File: config.mk
export PLATFORM = sky130hd
export DESIGN_NAME = natv_axil_bridge
export DESIGN_NICKNAME = d
export VERILOG_FILES = /design/src/rtl/natv_axil_bridge.sv
export SDC_FILE = /design/constraint.sdc
export NUM_CORES = 1
export LEC_CHECK = 0
export ABC_AREA = 1
export CAP_MARGIN = 25
export CELL_PAD_IN_SITES_DETAIL_PLACEMENT = 0
export CELL_PAD_IN_SITES_GLOBAL_PLACEMENT = 1
export CORE_MARGIN = 2
export CORE_UTILIZATION = 32
export CTS_CLUSTER_DIAMETER = 200
export CTS_CLUSTER_SIZE = 25
export DETAILED_ROUTE_END_ITERATION = 10
export GPL_TIMING_DRIVEN = 1
export PLACE_DENSITY = 0.93
export SLEW_MARGIN = 20
export SYNTH_ARGS = -nofsm -noshare
export SYNTH_HDL_FRONTEND = slang
export SYNTH_SLANG_ARGS = --single-unit
File: constraint.sdc
create_clock -name clk_i -period 5 [get_ports clk_i]
set_clock_uncertainty 0.1 [all_clocks]
set_input_delay 0.5 -clock clk_i [delete_from_list [all_inputs] [get_ports clk_i]]
set_output_delay 0.5 -clock clk_i [all_outputs]
set_load 0.1 [all_outputs]
File: src/rtl/natv_axil_bridge.sv
// Native memory bus to AXI4-Lite master bridge with a per-transaction watchdog.
// One request is outstanding at a time. Every output is registered.
module natv_axil_bridge #(
  parameter int unsigned TIMEOUT_CYCLES = 1024,
  parameter logic [31:0] ERR_RDATA      = 32'hFFFF_FFFF
) (
  input  logic        clk_i,
  input  logic        rst_n_i,
  input  logic        mem_valid_i,
  input  logic        mem_instr_i,
  input  logic [31:0] mem_addr_i,
  input  logic [31:0] mem_wdata_i,
  input  logic [3:0]  mem_wstrb_i,
  output logic        mem_ready_o,
  output logic [31:0] mem_rdata_o,
  output logic        mem_axi_awvalid,
  input  logic        mem_axi_awready,
  output logic [31:0] mem_axi_awaddr,
  output logic [2:0]  mem_axi_awprot,
  output logic        mem_axi_wvalid,
  input  logic        mem_axi_wready,
  output logic [31:0] mem_axi_wdata,
  output logic [3:0]  mem_axi_wstrb,
  input  logic        mem_axi_bvalid,
  output logic        mem_axi_bready,
  output logic        mem_axi_arvalid,
  input  logic        mem_axi_arready,
  output logic [31:0] mem_axi_araddr,
  output logic [2:0]  mem_axi_arprot,
  input  logic        mem_axi_rvalid,
  output logic        mem_axi_rready,
  input  logic [31:0] mem_axi_rdata,
  output logic        timeout_o
);

  typedef enum logic [2:0] {
    S_IDLE,
    S_WADDR,
    S_WRESP,
    S_RADDR,
    S_RDATA,
    S_DONE
  } state_t;

  state_t      r_state, w_state_next;
  logic        r_awvalid, w_awvalid_next;
  logic        r_wvalid, w_wvalid_next;
  logic        r_bready, w_bready_next;
  logic        r_arvalid, w_arvalid_next;
  logic        r_rready, w_rready_next;
  logic        r_ready, w_ready_next;
  logic        r_timeout, w_timeout_next;
  logic [31:0] r_addr, w_addr_next;
  logic [31:0] r_wdata, w_wdata_next;
  logic [3:0]  r_wstrb, w_wstrb_next;
  logic [2:0]  r_arprot, w_arprot_next;
  logic [31:0] r_rdata, w_rdata_next;
  logic        w_wd_fire;
  logic        w_aw_done;
  logic        w_w_done;
  logic        w_busy;

  assign w_busy = (r_state == S_WADDR) || (r_state == S_WRESP) ||
                  (r_state == S_RADDR) || (r_state == S_RDATA);

  // Counter runs over the whole transaction, not per phase; it fires on its last busy cycle.
  if (TIMEOUT_CYCLES > 0) begin : g_wd
    localparam int unsigned CW = (TIMEOUT_CYCLES > 1) ? $clog2(TIMEOUT_CYCLES) : 1;
    localparam logic [CW-1:0] WD_LAST = CW'(TIMEOUT_CYCLES - 1);
    logic [CW-1:0] r_wd_cnt;

    always_ff @(posedge clk_i or negedge rst_n_i) begin
      if (!rst_n_i) begin
        r_wd_cnt <= '0;
      end else if (w_busy) begin
        r_wd_cnt <= r_wd_cnt + 1'b1;
      end else begin
        r_wd_cnt <= '0;
      end
    end

    assign w_wd_fire = w_busy && (r_wd_cnt == WD_LAST);
  end else begin : g_no_wd
    assign w_wd_fire = 1'b0;
  end

  // A channel counts as done once its valid has dropped or handshakes this cycle.
  assign w_aw_done = !r_awvalid || mem_axi_awready;
  assign w_w_done  = !r_wvalid  || mem_axi_wready;

  always_comb begin
    w_state_next   = r_state;
    w_awvalid_next = r_awvalid;
    w_wvalid_next  = r_wvalid;
    w_bready_next  = r_bready;
    w_arvalid_next = r_arvalid;
    w_rready_next  = r_rready;
    w_ready_next   = 1'b0;
    w_timeout_next = 1'b0;
    w_addr_next    = r_addr;
    w_wdata_next   = r_wdata;
    w_wstrb_next   = r_wstrb;
    w_arprot_next  = r_arprot;
    w_rdata_next   = r_rdata;

    case (r_state)
      S_IDLE: begin
        if (mem_valid_i) begin
          w_addr_next = mem_addr_i;
          if (mem_wstrb_i != 4'b0000) begin
            w_wdata_next   = mem_wdata_i;
            w_wstrb_next   = mem_wstrb_i;
            w_awvalid_next = 1'b1;
            w_wvalid_next  = 1'b1;
            w_state_next   = S_WADDR;
          end else begin
            w_arprot_next  = {mem_instr_i, 2'b00};
            w_arvalid_next = 1'b1;
            w_state_next   = S_RADDR;
          end
        end
      end

      S_WADDR: begin
        if (r_awvalid && mem_axi_awready) w_awvalid_next = 1'b0;
        if (r_wvalid && mem_axi_wready)   w_wvalid_next  = 1'b0;
        if (w_aw_done && w_w_done) begin
          w_awvalid_next = 1'b0;
          w_wvalid_next  = 1'b0;
          w_bready_next  = 1'b1;
          w_state_next   = S_WRESP;
        end else if (w_wd_fire) begin
          w_state_next = S_DONE;
        end
      end

      S_WRESP: begin
        if (mem_axi_bvalid) begin
          w_bready_next = 1'b0;
          w_ready_next  = 1'b1;
          w_state_next  = S_DONE;
        end else if (w_wd_fire) begin
          w_state_next = S_DONE;
        end
      end

      S_RADDR: begin
        if (mem_axi_arready) begin
          w_arvalid_next = 1'b0;
          w_rready_next  = 1'b1;
          w_state_next   = S_RDATA;
        end else if (w_wd_fire) begin
          w_state_next = S_DONE;
        end
      end

      S_RDATA: begin
        if (mem_axi_rvalid) begin
          w_rdata_next  = mem_axi_rdata;
          w_rready_next = 1'b0;
          w_ready_next  = 1'b1;
          w_state_next  = S_DONE;
        end else if (w_wd_fire) begin
          w_state_next = S_DONE;
        end
      end

      S_DONE: begin
        w_state_next = S_IDLE;
      end

      default: begin
        w_state_next = S_IDLE;
      end
    endcase

    // Abort overrides only when the pending handshake did not complete above.
    if (w_wd_fire && (w_state_next == S_DONE) && !w_ready_next) begin
      w_awvalid_next = 1'b0;
      w_wvalid_next  = 1'b0;
      w_bready_next  = 1'b0;
      w_arvalid_next = 1'b0;
      w_rready_next  = 1'b0;
      w_rdata_next   = ERR_RDATA;
      w_timeout_next = 1'b1;
      w_ready_next   = 1'b1;
    end
  end

  always_ff @(posedge clk_i or negedge rst_n_i) begin
    if (!rst_n_i) begin
      r_state   <= S_IDLE;
      r_awvalid <= 1'b0;
      r_wvalid  <= 1'b0;
      r_bready  <= 1'b0;
      r_arvalid <= 1'b0;
      r_rready  <= 1'b0;
      r_ready   <= 1'b0;
      r_timeout <= 1'b0;
      r_addr    <= '0;
      r_wdata   <= '0;
      r_wstrb   <= '0;
      r_arprot  <= '0;
      r_rdata   <= '0;
    end else begin
      r_state   <= w_state_next;
      r_awvalid <= w_awvalid_next;
      r_wvalid  <= w_wvalid_next;
      r_bready  <= w_bready_next;
      r_arvalid <= w_arvalid_next;
      r_rready  <= w_rready_next;
      r_ready   <= w_ready_next;
      r_timeout <= w_timeout_next;
      r_addr    <= w_addr_next;
      r_wdata   <= w_wdata_next;
      r_wstrb   <= w_wstrb_next;
      r_arprot  <= w_arprot_next;
      r_rdata   <= w_rdata_next;
    end
  end

  assign mem_ready_o     = r_ready;
  assign mem_rdata_o     = r_rdata;
  assign timeout_o       = r_timeout;
  assign mem_axi_awvalid = r_awvalid;
  assign mem_axi_awaddr  = r_addr;
  assign mem_axi_awprot  = 3'b000;
  assign mem_axi_wvalid  = r_wvalid;
  assign mem_axi_wdata   = r_wdata;
  assign mem_axi_wstrb   = r_wstrb;
  assign mem_axi_bready  = r_bready;
  assign mem_axi_arvalid = r_arvalid;
  assign mem_axi_araddr  = r_addr;
  assign mem_axi_arprot  = r_arprot;
  assign mem_axi_rready  = r_rready;

endmodule

Word-level counts from Yosys, hierarchy flattened

Cells that the tools add are included.

Word-level logic and storage cells: 102
Register bits: 121
Input port bits: 109

Eq/ne operators: 15
Add/sub/neg operators: 1
Bitwise logic cells: 1
Reductions and logical operators: 31
Multiplexer cells: 40

Operators with widths:

| cell                                                                  | number |
|---|---|
| 32-bit two-way mux                                                    | 3 |
| 1-bit two-way mux                                                     | 22 |
| 3-bit two-way mux                                                     | 6 |
| 3-bit one-hot mux with 5 select lines                                 | 1 |
| 1-bit one-hot mux with 2 select lines                                 | 6 |
| 3-bit AND reduction                                                   | 4 |
| 4-bit AND reduction                                                   | 3 |
| 3-bit nonzero test                                                    | 4 |
| 10-bit by 1-bit adder with 10-bit output, second input constant       | 1 |
| 10-bit equality test, second input constant                           | 1 |
| 10-bit two-way mux                                                    | 1 |
| 3-bit by 2-bit != test with 1-bit output, second input constant       | 3 |
| 3-bit != test, second input constant                                  | 3 |
| 4-bit by 1-bit != test with 1-bit output, second input constant       | 2 |
| 3-bit by 2-bit equality test with 1-bit output, second input constant | 2 |
| 3-bit equality test, second input constant                            | 2 |
| 1-bit logical AND                                                     | 6 |
| 1-bit logical OR                                                      | 5 |
| 2-bit AND reduction                                                   | 2 |
| 2-bit nonzero test                                                    | 2 |
| 4-bit nonzero test                                                    | 1 |
| 3-bit by 1-bit equality test with 1-bit output, second input constant | 1 |
| 1-bit logical NOT                                                     | 3 |
| 3-bit logical NOT                                                     | 1 |
| 3 further kinds                                                       | 3 |

Depth between registers and ports, before layout

Word-level depth: 13
Depth in mapped cells: 14
Mapped depth without buffers: 13

Least setup slack after synthesis

OpenSTA, ideal clock, no wires.

Kind: reg-to-reg
From: reg r_awvalid, in the netlist mem_axi_awvalid
To: reg r_wvalid, in the netlist mem_axi_wvalid
Slack: 2.789 ns
Data arrival time: 1.989 ns
Buffers on the path: 1
Cell stages (with the launch flop): 13
Path through: dfrtp_1 -> inv_1 -> o21ai_0 -> nand2_1 -> nand2_1 -> nor2_1 -> nor2_2 -> nand3_2 -> buf_6 -> nand3_1 -> nand2_1 -> nand2_1 -> nand2_1

Word-level cells in the longest chain between the ends: 10

RTL lines:

| element                                                                          | line | source |
|---|---|---|
| start: declaration                                                               | 46   | `logic r_awvalid, w_awvalid_next;` |
| start signal: assignment                                                         | 207  | `r_awvalid <= w_awvalid_next;` |
| 1-bit logical NOT *                                                              | 88   | `assign w_aw_done = !r_awvalid \|\| mem_axi_awready;` |
| 1-bit logical OR *                                                               | 88   |  |
| 1-bit logical AND *                                                              | 127  | `if (w_aw_done && w_w_done) begin` |
| 3-bit two-way mux                                                                | 127  |  |
| 3-bit one-hot mux with 5 select lines                                            | 106  | `case (r_state)` |
| 3-bit equality test                                                              | 178  | `if (w_wd_fire && (w_state_next == S_DONE) && !w_ready_next) begin` |
| 1-bit logical AND (2 in a row)                                                   | 178  |  |
| 4-bit by 1-bit != test with 1-bit output (no line), or another cell as far along | --   |  |
| 4-bit AND reduction (no line)                                                    | --   |  |
| end signal: assignment                                                           | 208  | `r_wvalid <= w_wvalid_next;` |
| end: declaration                                                                 | 47   | `logic r_wvalid, w_wvalid_next;` |

Mark *: on every way between the ends. The rest lies on a longest branch, timed or not.
A chain may end at the register's enable or synchronous reset.

Final worst setup path

From: reg r_state[1]
To: reg r_arvalid, in the netlist mem_axi_arvalid

Word-level cells in the longest chain between the ends: 13

RTL lines:

| element                                                                                                          | line    | source |
|---|---|---|
| start: declaration                                                                                               | 45      | `state_t r_state, w_state_next;` |
| start signal: assignment                                                                                         | 206     | `r_state <= w_state_next;` |
| 3-bit by 1-bit equality test with 1-bit output or 3-bit by 2-bit equality test with 1-bit output (tied branches) | 63, 106 |  |
| 1-bit logical OR (2 in a row)                                                                                    | 63      | `assign w_busy = (r_state == S_WADDR) \|\| (r_state == S_WRESP) \|\|` |
| 1-bit logical OR                                                                                                 | 64      | `(r_state == S_RADDR) \|\| (r_state == S_RDATA);` |
| 1-bit logical AND                                                                                                | 82      | `assign w_wd_fire = w_busy && (r_wd_cnt == WD_LAST);` |
| 3-bit two-way mux                                                                                                | --      |  |
| 3-bit two-way mux, on equally long branches                                                                      | --      |  |
| 3-bit one-hot mux with 5 select lines *                                                                          | 106     |  |
| via w_state_next[0]                                                                                              | 45      |  |
| 3-bit equality test *                                                                                            | 178     |  |
| 1-bit logical AND * (2 in a row)                                                                                 | 178     |  |
| 3-bit != test (no line), or another cell as far along                                                            | --      |  |
| 4-bit AND reduction (no line)                                                                                    | --      |  |
| end signal: assignment                                                                                           | 210     | `r_arvalid <= w_arvalid_next;` |
| end: declaration                                                                                                 | 49      | `logic r_arvalid, w_arvalid_next;` |

Mark *: on every way through the listed nets, which the timed path passes. The rest lies on a longest branch.

==> flow_summary_export.csv <==
group,metric,value,unit
status,status,"finished clean",
timing,period_needed,3306,ps
drt,vias,4620,
yosys,netlist_area,0.005378,mm²
global_route,globalRoute.totalOverflow,0,
global_route,top_usage_layer,"met2",
critical_path,crit_arrival,3480,ps
floorplanning,die_w,133.6,µm
critical_path,path_max_fanout,35,
global_route,grt_max_degree,62,
critical_path,max_stage_delay,550,ps
cts,root_buffer,"clkbuf_16",
cells_and_area,seq_area,0.003028,mm²
hold_path,hold_class,"primary input to asynchronous set/reset pin",
yosys,synthDistinctLibCells,30,
critical_path,cp_common_cell,"nand2_1",
floorplanning,design.die.area,0.01786,mm²
timing,slew_headroom,0.3027,
global_route,first_global_vias,4570,
critical_path,r2r_cells,11,
critical_path,cpMaxStageDelayCell,"nand2_2",
timing,timing.fmax,302.5,MHz
yosys,yosysSeqAreaShare,0.5631,
global_route,grt_use_total,0.1737,
floorplanning,core_area,0.01652,mm²
yosys,synth-main-ff-cell,"dfrtp_1",
floorplanning,io_pins,254,
cts,path_clk_slew,50,ps
critical_path,start_kind,"flop",
yosys,synth_seq_cells,121,
critical_path,worstPathRequired,5180,ps
critical_path,crit_family,"simple AND/OR/NAND/NOR gates",
cells_and_area,design.final.nets,932,
cts,cts_sinks,121,
cells_and_area,multi_input_area,0.001853,mm²
critical_path,crit_buf_inv,3,
drt,wl_per_cell,14.34,µm
yosys,synth_warnings,0,
cts,htreeDepth,4,
yosys,avgSynthCellArea,8.830,µm²
timing,drv_slew,0,
yosys,synth_edf_count,0,
critical_path,cp-end-kind,"flop",
global_route,grt_util_met3,0.07686,
cts,cts_resized,0,
drt,finalWirelength,15080,µm
cts,numCtsBuffers,17,
floorplanning,fp.dieH,133.6,µm
cts,clk_latency,410,ps
placement,placed_cell_area,0.007767,mm²
critical_path,path_cells,"nor2_2 > nand2_4 > inv_2 > nand2_2 > nand2_1 > nor2_1 > nand2_1 > nand3_2 > buf_4 > inv_1 > nor3_2",
placement,port_buffers,248,
yosys,ys_top_cells_by_area,"dfrtp_1, nand2_1, nand3_2, buf_4, nand3_1",
timing,setup-tns-final,0,ps
yosys,synth_top_area_frac,0.5631,
yosys,synth_most_common_cell,"nand2_1",
cts,tritoncts,"done",
cts,postCtsSetupBuffers,0,
timing,finalSetupViolations,0,
global_route,groute.layer.met1.usage,0.2045,
critical_path,path_class,"flop to flop",
cells_and_area,final_cell_area,0.008388,mm²
drt,route.detailed.drc,0,
drt,vias_per_cell,4.392,
drt,ant_nets,0,
drt,dr.pass1.iters,4,
yosys,yosys.area.top_type,"dfrtp_1",
cts,clk_path_buf_depth,2,
global_route,grt_pass1_wl,24010,µm
floorplanning,rows,47,
timing,worst_pin_slew,1043,ps
timing,final_hold_viol_count,0,
timing,finalCritPeriodShare,0.6611,
floorplanning,initial_core_util,0.3254,
job,max_cap_violations,0,
cells_and_area,antenna_cells,0,
placement,routabilityCongestion,0.8275,
yosys,synthCells,609,
cells_and_area,area_growth,55.98,%
yosys,synth_common_cells,"nand2_1, dfrtp_1, nand3_1",
yosys,synthArstFlopShare,1.000,
global_route,antenna_found_initial,0,
cells_and_area,nFillCells,1551,
placement,dp_hpwl,10750,µm
global_route,grt.met2_usage,0.2812,
cts,hold_buffers,0,
drt,dr.first_iter.drc_count,178,
timing,rsz0062_at_grt,"false",
critical_path,worstSetupPathDepth,11,
cells_and_area,drive_above_1_share,0.09375,
==> layout make-up <==
cell class | instances | share of cell area
Sequential cell | 121 | 0.3610
Timing Repair Buffer | 254 | 0.3007
Clock buffer | 21 | 0.05609
Inverter | 25 | 0.01119
Tap cell | 220 | 0.03282
Multi-Input combinational cell | 403 | 0.2209
Clock inverter | 8 | 0.01730
==> stage by stage <==
stage,utilization,instances,setup WS [ps],hold WS (ps)
6_report,0.5076,1052,1694,48.30
5_1_grt,0.5076,1052,1404,116.4
4_1_cts,0.5073,1051,1615,87.51
3_5_place_dp,0.4701,1022,1602,358.4
3_3_place_gp,0.4701,1022,1627,349.0
2_1_floorplan,-,613,2789,104.4
==> state kept, by name, indices dropped and copies added (netlist names) <==
register / cells
mem_axi_rready: 1
g_wd.r_wd_cnt: 10
mem_axi_wvalid: 1
mem_rdata_o: 32
mem_axi_arprot: 1
mem_axi_awvalid: 1
r_state: 3
mem_axi_arvalid: 1
mem_axi_araddr: 32
timeout_o: 1
mem_axi_wdata: 32
mem_axi_wstrb: 4
mem_ready_o: 1
mem_axi_bready: 1
==> cells in the final DEF, fill, tap and decap left out, types with 2 or more instances in the layout <==
cell	n
nand3_2	29
nor2_2	3
clkbuf_16	17
conb_1	5
nor3_2	2
nand2_1	269
nor3_1	5
bufinv_16	4
o22ai_1	2
a21oi_1	4
dfrtp_1	121
buf_4	6
clkinv_2	2
clkbuf_8	3
o21ai_0	6
nand3_1	47
inv_2	5
clkdlybuf4s50_1	247
nand2_2	2
nor2_1	19
inv_1	20
clkinvlp_4	2
==> routing by layer <==
metal  part of all wire  vias up
li1                   -     2299
met1               0.41     2140
met2               0.48      163
met3              0.089       18
met4              0.019        0
met5                  0        -
==> logic make-up after synthesis <==
| family | synth area share |
|---|---|
| adder cells (fa/ha/maj) | 0.002326 |
| other | 0.0006973 |
| flip-flops | 0.5631 |
| AO/OA/AOI/OAI | 0.01606 |
| buffers and inverters | 0.09516 |
| multiplexers | 0.002094 |
| AND/OR/NAND/NOR | 0.3174 |
| XOR/XNOR | 0.003258 |
==> path summary, 6_finish.rpt <==
check	from	endpoint	slack, ps
max	r_state[1]	mem_axi_arvalid	1690
min	rst_n_i	mem_axi_araddr[18]	50
max reg2reg	r_state[1]	mem_axi_arvalid	1690
min reg2reg	g_wd.r_wd_cnt[0]	g_wd.r_wd_cnt[0]	370
max in group asynchronous	rst_n_i	mem_rdata_o[27]	3450
min in group clk_i	g_wd.r_wd_cnt[0]	g_wd.r_wd_cnt[0]	370
Power is not shown: default switching activity piles up to over one toggle a cycle in this logic, so the estimate is an artifact.
